<file path="config.mk">
export PLATFORM = sky130hd
export DESIGN_NAME = pipe_hazard_ctrl
export DESIGN_NICKNAME = d
export VERILOG_FILES = /design/src/rtl/pipe_hazard_ctrl_pkg.sv /design/src/rtl/pipe_hazard_ctrl_scoreboard.sv /design/src/rtl/pipe_hazard_ctrl.sv
export SDC_FILE = /design/constraint.sdc
export NUM_CORES = 1
export LEC_CHECK = 0
export BUFFER_PORTS_ARGS = -buffer_cell sky130_fd_sc_hd__buf_2
export CORE_AREA = 2 2 74 76
export CTS_BUF_LIST = sky130_fd_sc_hd__clkbuf_2 sky130_fd_sc_hd__clkbuf_4 sky130_fd_sc_hd__clkbuf_8
export CTS_CLUSTER_SIZE = 30
export DETAILED_ROUTE_END_ITERATION = 10
export DIE_AREA = 0 0 76 78
export GPL_ROUTABILITY_DRIVEN = 0
export MAX_ROUTING_LAYER = met4
export PLACE_DENSITY = 0.87
export SETUP_SLACK_MARGIN = 0.2
export SYNTH_ARGS = -nofsm -noshare
export SYNTH_HDL_FRONTEND = slang
export SYNTH_HIERARCHICAL = 1
export SYNTH_SLANG_ARGS = --single-unit
</file>
<file path="constraint.sdc">
create_clock -name clk -period 6 [get_ports clk]
set_input_delay 0 -clock clk [delete_from_list [all_inputs] [get_ports clk]]
set_output_delay 0 -clock clk [all_outputs]
set_load 0.01 [all_outputs]
</file>
<file path="src/rtl/pipe_hazard_ctrl_pkg.sv">
// Shared types for the RV32I hazard/sequencing logic.
// Decode bundle, sequencer states and the x0 register constant.
package pipe_hazard_ctrl_pkg;

    typedef enum logic [1:0] {
        HZ_RUN,
        HZ_DRAIN,
        HZ_FLUSH
    } hz_state_t;

    typedef struct packed {
        logic       valid;
        logic [4:0] rs1;
        logic [4:0] rs2;
        logic       use_rs1;
        logic       use_rs2;
        logic [4:0] rd;
        logic       is_load;
        logic       is_fence;
    } hzDecPkt;

    localparam logic [4:0] REG_X0 = 5'd0;

endpackage

</file>
<file path="src/rtl/pipe_hazard_ctrl_scoreboard.sv">
// Load scoreboard: pending-destination vector, in-flight load count,
// and busy lookups with same-cycle wakeup from the returning load.
module pipe_hazard_ctrl_scoreboard
    import pipe_hazard_ctrl_pkg::*;
#(
    parameter int MAX_OUTSTANDING = 4
) (
    input  logic        clk,
    input  logic        rst,
    input  logic        ld_issue,
    input  logic [4:0]  ld_rd,
    input  logic        ret_valid,
    input  logic [4:0]  ret_rd,
    input  logic [4:0]  q_rs1,
    input  logic [4:0]  q_rs2,
    input  logic [4:0]  q_rd,
    output logic        rs1_busy,
    output logic        rs2_busy,
    output logic        rd_busy,
    output logic        full,
    output logic [31:0] pending,
    output logic [3:0]  outstanding
);

    logic [31:0] pending_d;
    logic        ret_ok;

    // A return with nothing in flight is a protocol error and is dropped.
    assign ret_ok = ret_valid & (outstanding != 4'd0);

    assign rs1_busy = (q_rs1 != REG_X0) & pending[q_rs1]
                    & ~(ret_valid & (ret_rd == q_rs1));
    assign rs2_busy = (q_rs2 != REG_X0) & pending[q_rs2]
                    & ~(ret_valid & (ret_rd == q_rs2));
    assign rd_busy  = (q_rd != REG_X0) & pending[q_rd]
                    & ~(ret_valid & (ret_rd == q_rd));

    assign full = (outstanding == 4'(MAX_OUTSTANDING));

    always_comb begin
        pending_d = pending;
        if (ret_ok)
            pending_d[ret_rd] = 1'b0;
        if (ld_issue && (ld_rd != REG_X0))
            pending_d[ld_rd] = 1'b1;
        pending_d[0] = 1'b0;
    end

    always_ff @(posedge clk or negedge rst) begin
        if (!rst) begin
            pending     <= '0;
            outstanding <= '0;
        end else begin
            pending <= pending_d;
            unique case ({ld_issue, ret_ok})
                2'b10:   outstanding <= outstanding + 4'd1;
                2'b01:   outstanding <= outstanding - 4'd1;
                default: outstanding <= outstanding;
            endcase
        end
    end

endmodule

</file>
<file path="src/rtl/pipe_hazard_ctrl.sv">
// Pipeline sequencer: RAW/WAW/capacity stalls, redirect flush, FENCE drain.
// Optional HAZARD_PERF_CNT_EN adds stall/flush cycle counters.
module pipe_hazard_ctrl
    import pipe_hazard_ctrl_pkg::*;
#(
    parameter int MAX_OUTSTANDING = 4,
    parameter int FLUSH_CYCLES    = 2
) (
    input  logic        clk,
    input  logic        rst,
    input  logic        decValid_i,
    input  logic [4:0]  decRs1_i,
    input  logic [4:0]  decRs2_i,
    input  logic        decUseRs1_i,
    input  logic        decUseRs2_i,
    input  logic [4:0]  decRd_i,
    input  logic        decIsLoad_i,
    input  logic        decIsFence_i,
    input  logic        ldRetValid_i,
    input  logic [4:0]  ldRetRd_i,
    input  logic        redirect_i,
    output logic        stall_o,
    output logic        flush_o,
    output logic        issue_o,
    output logic [31:0] pending_o,
    output logic [3:0]  outstanding_o
`ifdef HAZARD_PERF_CNT_EN
    ,
    output logic [31:0] stallCnt_o,
    output logic [31:0] flushCnt_o
`endif
);

    localparam logic [2:0] FLUSH_LOAD = 3'(FLUSH_CYCLES - 1);

    hzDecPkt   dec;
    hz_state_t state_q, state_d;
    logic [2:0] fcnt_q, fcnt_d;
    logic rs1_busy, rs2_busy, rd_busy, full;
    logic raw_haz, waw_haz, cap_haz;
    logic stall, flush;

    assign dec = '{valid: decValid_i, rs1: decRs1_i, rs2: decRs2_i,
                   use_rs1: decUseRs1_i, use_rs2: decUseRs2_i,
                   rd: decRd_i, is_load: decIsLoad_i,
                   is_fence: decIsFence_i};

    pipe_hazard_ctrl_scoreboard #(
        .MAX_OUTSTANDING(MAX_OUTSTANDING)
    ) u_sb (
        .clk        (clk),
        .rst        (rst),
        .ld_issue   (issue_o & dec.is_load),
        .ld_rd      (dec.rd),
        .ret_valid  (ldRetValid_i),
        .ret_rd     (ldRetRd_i),
        .q_rs1      (dec.rs1),
        .q_rs2      (dec.rs2),
        .q_rd       (dec.rd),
        .rs1_busy   (rs1_busy),
        .rs2_busy   (rs2_busy),
        .rd_busy    (rd_busy),
        .full       (full),
        .pending    (pending_o),
        .outstanding(outstanding_o)
    );

    assign raw_haz = dec.valid & ((dec.use_rs1 & rs1_busy)
                                | (dec.use_rs2 & rs2_busy));
    assign waw_haz = dec.valid & dec.is_load & rd_busy;
    assign cap_haz = dec.valid & dec.is_load & full & ~ldRetValid_i;

    always_comb begin
        state_d = state_q;
        fcnt_d  = fcnt_q;
        stall   = 1'b0;
        flush   = 1'b0;
        unique case (state_q)
            HZ_RUN: begin
                if (redirect_i) begin
                    flush   = 1'b1;
                    fcnt_d  = FLUSH_LOAD;
                    state_d = (FLUSH_CYCLES > 1) ? HZ_FLUSH : HZ_RUN;
                end else if (dec.valid && dec.is_fence
                             && outstanding_o != 4'd0) begin
                    stall   = 1'b1;
                    state_d = HZ_DRAIN;
                end else begin
                    stall = raw_haz | waw_haz | cap_haz;
                end
            end
            HZ_DRAIN: begin
                if (redirect_i) begin
                    flush   = 1'b1;
                    fcnt_d  = FLUSH_LOAD;
                    state_d = (FLUSH_CYCLES > 1) ? HZ_FLUSH : HZ_RUN;
                end else if (outstanding_o == 4'd0
                             || (outstanding_o == 4'd1 && ldRetValid_i)) begin
                    state_d = HZ_RUN;
                end else begin
                    stall = 1'b1;
                end
            end
            HZ_FLUSH: begin
                flush = 1'b1;
                // Counter covers the cycles after the redirect cycle itself.
                if (redirect_i) begin
                    fcnt_d = FLUSH_LOAD;
                end else if (fcnt_q <= 3'd1) begin
                    fcnt_d  = 3'd0;
                    state_d = HZ_RUN;
                end else begin
                    fcnt_d = fcnt_q - 3'd1;
                end
            end
            default: state_d = HZ_RUN;
        endcase
    end

    always_ff @(posedge clk or negedge rst) begin
        if (!rst) begin
            state_q <= HZ_RUN;
            fcnt_q  <= '0;
        end else begin
            state_q <= state_d;
            fcnt_q  <= fcnt_d;
        end
    end

    // Outputs are forced quiet while reset is held.
    assign stall_o = stall & rst;
    assign flush_o = flush & rst;
    assign issue_o = dec.valid & ~stall & ~flush & rst;

`ifdef HAZARD_PERF_CNT_EN
    always_ff @(posedge clk or negedge rst) begin
        if (!rst) begin
            stallCnt_o <= '0;
            flushCnt_o <= '0;
        end else begin
            stallCnt_o <= stallCnt_o + 32'(stall_o);
            flushCnt_o <= flushCnt_o + 32'(flush_o);
        end
    end
`endif

endmodule

</file>
# Word-level counts from Yosys, hierarchy flattened
# Cells that the tools add are included.
# W data, S select, Z words.
totals:
  mem_bits_rw: 0
  memories: 0
  mem_bits_ro: 0
  output_inout_bits: 39
  regBits: 40
  latchBits: 0
op_classes:
  bitwise: 35
  magnitude_cmp: 7
  eq_ne: 14
  div_mod_pow: 0
  n_mul: 0
  n_addsub: 3
  shifts: 0
  muxes: 31
  reduce_logical: 18
ops:
  columns: ["op", "n"]
  rows:
  - ["$mux W32", 2]
  - ["$and A32 B32 Y32", 1]
  - ["$not A32 Y32", 1]
  - ["$or A32 B32 Y32", 1]
  - ["$lt A5 B6 Y1 const B", 4]
  - ["$and A1 B1 Y1", 23]
  - ["$bmux W1 S5", 3]
  - ["$eq A5 B5 Y1", 3]
  - ["$reduce_bool A5 Y1", 3]
  - ["$mux W2", 6]
  - ["$demux W1 S5", 2]
  - ["$ge A5 B1 Y1 const B", 2]
  - ["$mux W1", 10]
  - ["$mux W3", 3]
  - ["$pmux W4 S2", 1]
  - ["$logic_and A1 B1 Y1", 6]
  - ["$ne A3 B3 Y1 const B", 2]
  - ["$not A1 Y1", 6]
  - ["$pmux W2 S3", 1]
  - ["$pmux W3 S2", 1]
  - ["$add A4 B1 Y4 const B", 1]
  - ["$eq A2 B1 Y1 const B", 2]
  - ["$eq A2 B2 Y1 const B", 2]
  - ["$eq A4 B1 Y1 const B", 1]
  - ["other kinds (16)", 21]

# Logic depth before layout (Yosys ltp)
# Gate-level depths: netlist of the first run.
depth:
  word_depth: 19
  ltp_mapped: 17
  mapped_depth_nobuf: 16

# By module
# Netlist of the first run, hierarchy kept.
modules_own_cells:
  columns: ["module", "area_each_um2", "seq_area_each_um2", "cells_each", "n_inst"]
  rows:
  - ["pipe_hazard_ctrl_scoreboard", 2675.1, 875.8, 267, 1]
  - ["pipe_hazard_ctrl", 366.6, 125.1, 43, 1]

# Worst setup path after synthesis of the first run
# No wires, ideal clock.
synth_timing:
  path_kind: "reg2reg"
  startpoint: "register u_sb.pending[11]"
  endpoint: "register u_sb.outstanding[2]"
  required_time_ps: 5870
  period_less_slack_ps: 3442
  arrival_time_ps: 3311
  stages_incl_launch_ff: 17
  slack_ps: 2558
  setup_ps: 130
  cell_sequence: "dfrtp_1 mux4_1 mux2_2 nand2_1 o31a_2 o41ai_2 a22oi_1 a21oi_1 nor4_1 inv_1 ha_1 xor2_1 ha_1 a21oi_1 xor2_1 nor2_1 xor2_1"
synth_between:
  elab_chain_cells: 19
synth_lines:
  columns: ["item", "line_no", "source"]
  rows:
  - ["from (decl)", "pipe_hazard_ctrl_scoreboard.sv:21", "output logic [31:0] pending,"]
  - ["from (signal assigned)", "pipe_hazard_ctrl_scoreboard.sv:54", "pending <= pending_d;"]
  - ["$bmux W1 S5 *", "pipe_hazard_ctrl_scoreboard.sv:33", "assign rs2_busy = (q_rs2 != REG_X0) & pending[q_rs2]"]
  - ["$mux W1 (not written as such) *", "pipe_hazard_ctrl_scoreboard.sv:33", null]
  - ["$and A1 B1 Y1 *", "pipe_hazard_ctrl_scoreboard.sv:33", null]
  - ["$and A1 B1 Y1 *", "pipe_hazard_ctrl_scoreboard.sv:34", "& ~(ret_valid & (ret_rd == q_rs2));"]
  - ["named net rs2_busy", "pipe_hazard_ctrl.sv:39", "logic rs1_busy, rs2_busy, rd_busy, full;"]
  - ["$and A1 B1 Y1 *", "pipe_hazard_ctrl.sv:69", "| (dec.use_rs2 & rs2_busy));"]
  - ["$or A1 B1 Y1 *", "pipe_hazard_ctrl.sv:69", null]
  - ["$and A1 B1 Y1 *", "pipe_hazard_ctrl.sv:68", "assign raw_haz = dec.valid & ((dec.use_rs1 & rs1_busy)"]
  - ["$or A1 B1 Y1 * (2 in series)", "pipe_hazard_ctrl.sv:89", "stall = raw_haz | waw_haz | cap_haz;"]
  - ["$mux W1 *", "pipe_hazard_ctrl.sv:84", "end else if (dec.valid && dec.is_fence"]
  - ["$mux W1 *", "pipe_hazard_ctrl.sv:80", "if (redirect_i) begin"]
  - ["$pmux W1 S2 *", "pipe_hazard_ctrl.sv:78", "unique case (state_q)"]
  - ["$not A1 Y1 *", "pipe_hazard_ctrl.sv:133", "assign issue_o = dec.valid & ~stall & ~flush & rst;"]
  - ["$and A1 B1 Y1 * (3 in series)", "pipe_hazard_ctrl.sv:133", null]
  - ["$and A1 B1 Y1 *", "pipe_hazard_ctrl.sv:53", ".ld_issue (issue_o & dec.is_load),"]
  - ["$eq A2 B1 Y1 or $eq A2 B2 Y1 (tied branches)", "pipe_hazard_ctrl_scoreboard.sv:55", "unique case ({ld_issue, ret_ok})"]
  - ["$pmux W4 S2 or $reduce_bool A2 Y1 (tied branches)", null, null]
  - ["to (signal assigned)", "pipe_hazard_ctrl_scoreboard.sv:56", "2'b10: outstanding <= outstanding + 4'd1;"]
  - ["to (signal assigned)", "pipe_hazard_ctrl_scoreboard.sv:57", "2'b01: outstanding <= outstanding - 4'd1;"]
  - ["to (signal assigned)", "pipe_hazard_ctrl_scoreboard.sv:58", "default: outstanding <= outstanding;"]
  - ["to (decl)", "pipe_hazard_ctrl_scoreboard.sv:22", "output logic [3:0] outstanding"]
# The timed path passes the listed nets; every way through them passes the cells marked *. The select of a mux whose other input is x is not followed.
# A chain may end at the register's enable or synchronous reset.

# Worst setup path after layout of the first run
# Ends and elaborated chain as after synthesis.

==> impl_metrics.tcl, run 1 <==
set metrics [dict create \
    routed_wirelength_um 9170 \
    maxSlewHeadroom_pct 62.6 \
    startpoint_type "flop" \
    critPathRequiredTime_ns 6.18 \
    core_area_um2 5040 \
    synthTopCellsByCount "o21ai_0 (68), dfrtp_1 (40), xor2_1 (16)" \
    hold_buffers 1 \
    synth_mux_area_share_pct 18.7 \
    antenna_left 0 \
    cts_resized 0 \
    crit_arrival_ns 4.11 \
    row_count 26 \
    grt_pass1_vias 2813 \
    cts_max_path_buffers 2 \
    path_class "reg -> reg" \
    place_ws_ns 2.14 \
    via_per_inst 6.81 \
    portBuffers 66 \
    period_share_pct 65.6 \
    tightest_slew_ns 0.556 \
    mappedNetlistArea_um2 3040 \
    finalCriticalPeriod_ns 3.94 \
    grt_pass1_wl_um 14400 \
    htreeDepth 2 \
    setup_violations 0 \
    synth_top_family_by_area "compound AO/OA/AOI/OAI gates" \
    diodes 0 \
    synth_seq_cells 40 \
    num_vias 2978 \
    leakage_uw 0.00156 \
    die_w_um 76 \
    cts_setup_buffers 0 \
    root_buffer "clkbuf_8" \
    endpoint_kind "flop" \
    drtPass1Iterations 6 \
    clk_latency_ns 0.30 \
    io_pins 68 \
    tritoncts "done" \
    drt-initial-drc-count 413 \
    wl_per_cell_um 21.0 \
    die_area_um2 5930 \
    track_usage_pct 31.9 \
    ir_drop_mv 0.173 \
    postLayoutCellArea_um2 3490 \
    fin_setup_tns_ns 0 \
    fmax_mhz 254 \
    post-dp-hpwl_um 6350 \
    synth_most_common_cell "o21ai_0" \
    yosysTopAreaCell "dfrtp_1" \
    nets 400 \
    setup_slack_ns 2.06 \
    pwr_density_cell_nw_per_um2 243 \
    synth_warnings 6 \
    synth_xor_area_share_pct 5.76 \
    synth_nets 344 \
    ys_seq_area_share_pct 32.9 \
    synth-adder-area-share_pct 2.06 \
    holdWs_ns 0.0589 \
    path_clk_slew_ns 0.09 \
    area_growth_pct 14.6 \
    synth_cell_type_count 54 \
    ys.flop_type "dfrtp_1" \
    rsz0062_at_grt "no" \
    synth_edf_count 0 \
    initial_core_util_pct 60.3 \
    yosysTopAreaCellShare_pct 32.9 \
    fin_skew_ns 0.0105 \
    synthTopCellsByArea "dfrtp_1 (33%), o21ai_0 (11%), mux4_2 (8.1%)" \
    drive_above_1_share_pct 27.8 \
    fill_cells 386 \
    hold_violations 0 \
    drc 0 \
    fp.dieH_um 78 \
    synth_compound_area_share_pct 19.7 \
    syn_inst 310 \
    status "completed" \
    syn_area_per_cell_um2 9.81 \
    grt-ovfl-total 0 \
    cp_max_fo 5 \
    cap_violations 0 \
    drv_slew 0 \
    synthArstFlopShare_pct 100 \
    cts_num_sinks 40 \
    hold_path_class "in -> reg" \
    synth-simple-area-share_pct 16.7 \
    antenna_found_initial 0 \
    cts_buffers 5 \
    grt_max_degree 45 \
    dpl_cell_area_um2 3370 \
]
-- registers in the layout, indices dropped and copies added, names as in the netlist --
signal            flops
u_sb/pending         31
state_q               2
fcnt_q                3
u_sb/outstanding      4
-- per-layer routing --
metal | global-route usage, % | vias to the layer above | share of wire, %
li1 | - | 1292 | -
met1 | 40.6 | 1416 | 38
met2 | 48.6 | 219 | 46
met3 | 7.67 | 51 | 12
met4 | 15.5 | 0 | 4.6
met5 | - | - | 0
-- worst paths after layout --
path	from	end	slack, ns	cells past startpoint
max in group asynchronous	rst	state_q[0]	5.32	3
worst max-delay path	u_sb/pending[11]	u_sb/outstanding[2]	2.06	16
min in group asynchronous	rst	u_sb/pending[15]	0.30	3
worst min register to register	u_sb/outstanding[3]	u_sb/outstanding[3]	0.56	1
worst min-delay path	redirect_i	state_q[1]	0.06	3
worst max register to register	u_sb/pending[11]	u_sb/outstanding[2]	2.06	16
-- cells by family (layout without fill, tap and decap cells) --
group,after synthesis,in the layout
compound gates,102,102
xor+xnor,20,20
fa+ha+maj,5,5
buf+inv,25,82
flops,40,40
mux,31,31
other cells,1,1
simple gates,86,86
-- report_power, final --
group	internal (uW)	leakage [uW]	total (uW)	switching, uW
clock	123	0.0000541	225	102
sequential	303	0.000539	360	57.8
combinational	118	0.000970	261	142
-- final cells by class --
class                   count  area [um2]  area share [%]
clock buffers               5        68.8            1.97
clock inverters             3        42.5            1.22
inverters                   6        22.5           0.646
multi-input cells         245        1920            55.0
flip-flops and latches     40        1000            28.7
well taps                  70        87.6            2.51
repair buffers             68         348            9.97
-- critical path, cell delays in order, from the launching register on --
cell,delay [ns]
dfrtp_1,0.42
mux4_1,0.54
mux2_2,0.30
nand2_1,0.07
o31a_2,0.15
o41ai_2,0.08
a22oi_1,0.16
a21oi_1,0.12
nor4_1,0.53
inv_1,0.18
ha_1,0.32
xor2_1,0.17
ha_1,0.18
a21oi_1,0.17
xor2_1,0.21
nor2_1,0.07
xor2_1,0.14
-- through the flow --
step	util (%)	total power (uW)	instances
floorplan	-	524	310
global placement	66.7	603	428
detailed placement	66.7	618	428
CTS	69.2	841	437
global route	69.2	887	437
finish	69.2	846	437
-- cell usage in the layout, fill, tap and decap left out, drive strengths merged, types with 4 or more instances in the layout --
cell type / instances
a21oi: 11
buf: 67
clkbuf: 5
dfrtp: 40
ha: 5
inv: 6
mux2: 5
mux2i: 8
mux4: 18
nand2: 14
nand2b: 5
nand3: 7
nand3b: 8
nor2: 9
nor2b: 8
nor3: 4
nor4: 7
o21ai: 68
or3b: 4
xnor2: 4
xor2: 16
Power figures use the tool's default switching activity.
==> run 2, diff against run 1 <==
--- a/config.mk
+++ b/config.mk
@@ -6,14 +6,14 @@
 export NUM_CORES = 1
 export LEC_CHECK = 0
 export BUFFER_PORTS_ARGS = -buffer_cell sky130_fd_sc_hd__buf_2
-export CORE_AREA = 2 2 74 76
+export CORE_AREA = 2 2 81 83
 export CTS_BUF_LIST = sky130_fd_sc_hd__clkbuf_2 sky130_fd_sc_hd__clkbuf_4 sky130_fd_sc_hd__clkbuf_8
 export CTS_CLUSTER_SIZE = 30
 export DETAILED_ROUTE_END_ITERATION = 10
-export DIE_AREA = 0 0 76 78
+export DIE_AREA = 0 0 83 85
 export GPL_ROUTABILITY_DRIVEN = 0
 export MAX_ROUTING_LAYER = met4
-export PLACE_DENSITY = 0.87
+export PLACE_DENSITY = 0.77
 export SETUP_SLACK_MARGIN = 0.2
 export SYNTH_ARGS = -nofsm -noshare
 export SYNTH_HDL_FRONTEND = slang
==> constraint.sdc (replaced) <==
create_clock -name clk -period 3.4 [get_ports clk]
set_input_delay 0 -clock clk [delete_from_list [all_inputs] [get_ports clk]]
set_output_delay 0 -clock clk [all_outputs]
set_load 0.01 [all_outputs]
==> impl_metrics.tcl, run 2 (synthesized netlist as in run 1, its figures left out) <==
set metrics [dict create \
    status "finished with violations" \
    failed_checks "negative setup slack" \
    mostFrequentLayoutCell "buf_2" \
    clk_latency_ns 0.30 \
    cts_num_sinks 40 \
    wl_per_cell_um 22.6 \
    holdWs_ns 0.0534 \
    via_per_inst 6.97 \
    r2r_end "u_sb/outstanding[2]" \
    drt-initial-drc-count 555 \
    largest_reg_flops 31 \
    p_switching_uw 553 \
    leakage_uw 0.00172 \
    drv_slew 0 \
    cap_violations 0 \
    grt_max_degree 44 \
    drc 0 \
    regMostFlops "u_sb/pending" \
    p_clk_share_pct 23.0 \
    die_w_um 83 \
    root_buffer "clkbuf_8" \
    initial_core_util_pct 49.0 \
    internal-power_uw 963 \
    drive_above_1_share_pct 40.0 \
    cp_max_fo 2 \
    path_clk_slew_ns 0.08 \
    portBuffers 66 \
    tritoncts "done" \
    grt_pass1_wl_um 16100 \
    finalCriticalPeriod_ns 3.45 \
    rsz0062_at_grt "yes" \
    fmax_mhz 290 \
    min_from "redirect_i" \
    r2r_cells 16 \
    track_usage_pct 30.0 \
    pwr-share-comb_pct 35.4 \
    cts_buffers 5 \
    core_area_um2 6200 \
    routed_wirelength_um 10600 \
    period_share_pct 101 \
    maxSlewHeadroom_pct 62.1 \
    area_growth_pct 26.3 \
    htreeDepth 2 \
    fin_setup_tns_ns -0.0506 \
    pwr_density_cell_nw_per_um2 395 \
    antenna_found_initial 0 \
    ir_drop_mv 0.212 \
    startpoint_type "flop" \
    slowest_delay_ns 0.49 \
    hold_violations 0 \
    setup_slack_ns -0.0506 \
    path_cells "mux4_2 -> mux2i_2 -> o32ai_2 -> a22oi_1 -> a31oi_1 -> a22oi_2 -> a21oi_2 -> nor4_2 -> inv_1 -> ha_4 -> xor2_1 -> ha_2 -> a21oi_2 -> xor2_1 -> nor2_1 -> xor2_1" \
    setup_violations 1 \
    antenna_left 0 \
    p_seq_share_pct 41.6 \
    drtPass1Iterations 6 \
    hold_path_class "in -> reg" \
    io_pins 68 \
    fp.dieH_um 85 \
    grt-ovfl-total 0 \
    reg2reg_from "u_sb/pending[17]" \
    num_vias 3254 \
    cp_slowest_cell "mux4_2" \
    cts_max_path_buffers 2 \
    tightest_slew_ns 0.568 \
    reg_top3 "u_sb/pending: 31 flops, u_sb/outstanding: 4 flops, fcnt_q: 3 flops" \
    min_path_cells 3 \
    critPathRequiredTime_ns 3.58 \
    nets 423 \
    path_class "reg -> reg" \
    sw_frac_of_total_pct 36.5 \
    ff2ff_setup_slack_ns -0.05 \
    crit_arrival_ns 3.63 \
    endpoint_kind "flop" \
    min_to "fcnt_q[1]" \
    post-dp-hpwl_um 6690 \
    row_count 29 \
    grt_pass1_vias 3038 \
    diodes 0 \
    fin_skew_ns 0.00914 \
    path_common_cell "xor2_1" \
    layout.cells.most_common_list "buf_2 (66), o21ai_0 (45), dfrtp_1 (40), o21ai_2 (18), xor2_1 (16)" \
    die_area_um2 7060 \
]
[run 2: cell count changes in the layout (fill, tap and decap cells not counted), sizes merged]
cell,delta
clkinv,-1
clkbuf,+3
bufinv,-1
clkinvlp,-1
buf,+23
[run 2: through the flow]
step / setup slack, ns / utilization (%) / cell area (um2) / cells / power (uW)
floorplan: 0.226 / - / 3050 / 310 / 927
global placement: 0.0569 / 54.9 / 3410 / 438 / 1080
detailed placement: -0.0521 / 54.9 / 3410 / 438 / 1100
CTS: 0.0671 / 59.7 / 3710 / 465 / 1480
global route: -0.229 / 61.9 / 3840 / 467 / 1590
finish: -0.0506 / 61.9 / 3840 / 467 / 1520
[run 2: how the worst max path moves through the flow]
stage / start / end / slack (ns)
floorplan: u_sb/pending[11] / u_sb/outstanding[2] / 0.23
global placement: u_sb/pending[17] / u_sb/outstanding[2] / 0.06
detailed placement: u_sb/pending[23] / u_sb/outstanding[2] / -0.05
CTS: u_sb/pending[17] / u_sb/outstanding[2] / 0.07
global route: u_sb/pending[23] / u_sb/outstanding[2] / -0.23
finish: u_sb/pending[17] / u_sb/outstanding[2] / -0.05
[run 2: final cells by class]
cell class                 instances  area, um2
clock buffer                       8       97.6
tap                               77       96.3
multi-input combinational        245       2070
timing repair buffer              91        554
inverter                           6       22.5
fill                             517       2360
sequential                        40       1000
[run 2: critical path: cells and delay by family, from the launching register on]
| kind | cells | cell delay (ns) |
|---|---|---|
| muxes | 2 | 0.72 |
| xor gates and xnor gates | 3 | 0.47 |
| DFF | 1 | 0.41 |
| AOI/OAI and AO/OA | 6 | 0.87 |
| buffers and inverters | 1 | 0.17 |
| and+or+nand+nor | 2 | 0.32 |
| adders and majority gates | 2 | 0.38 |
[run 2: repair_timing]
action                                  CTS  global route
gates resized for setup                  12            53
hold endpoints to repair                 40             0
hold buffers                              1             0
endpoints found under the setup margin    3            34
pin swaps                                 9            20
setup buffers                            18             2
[run 2: power by group through the flow]
stage	Combinational (uW)	Clock [uW]	Sequential, uW
global placement	444	0	633
global route	577	373	638
finish	536	349	631
CTS	502	357	626
detailed placement	459	0	637
floorplan	296	0	631
[run 2: metal layers]
metal,GRT usage [%],part of all wire [%]
met5,-,0
met4,13.4,5.0
met3,5.35,11
met2,46.5,46
met1,38.8,38
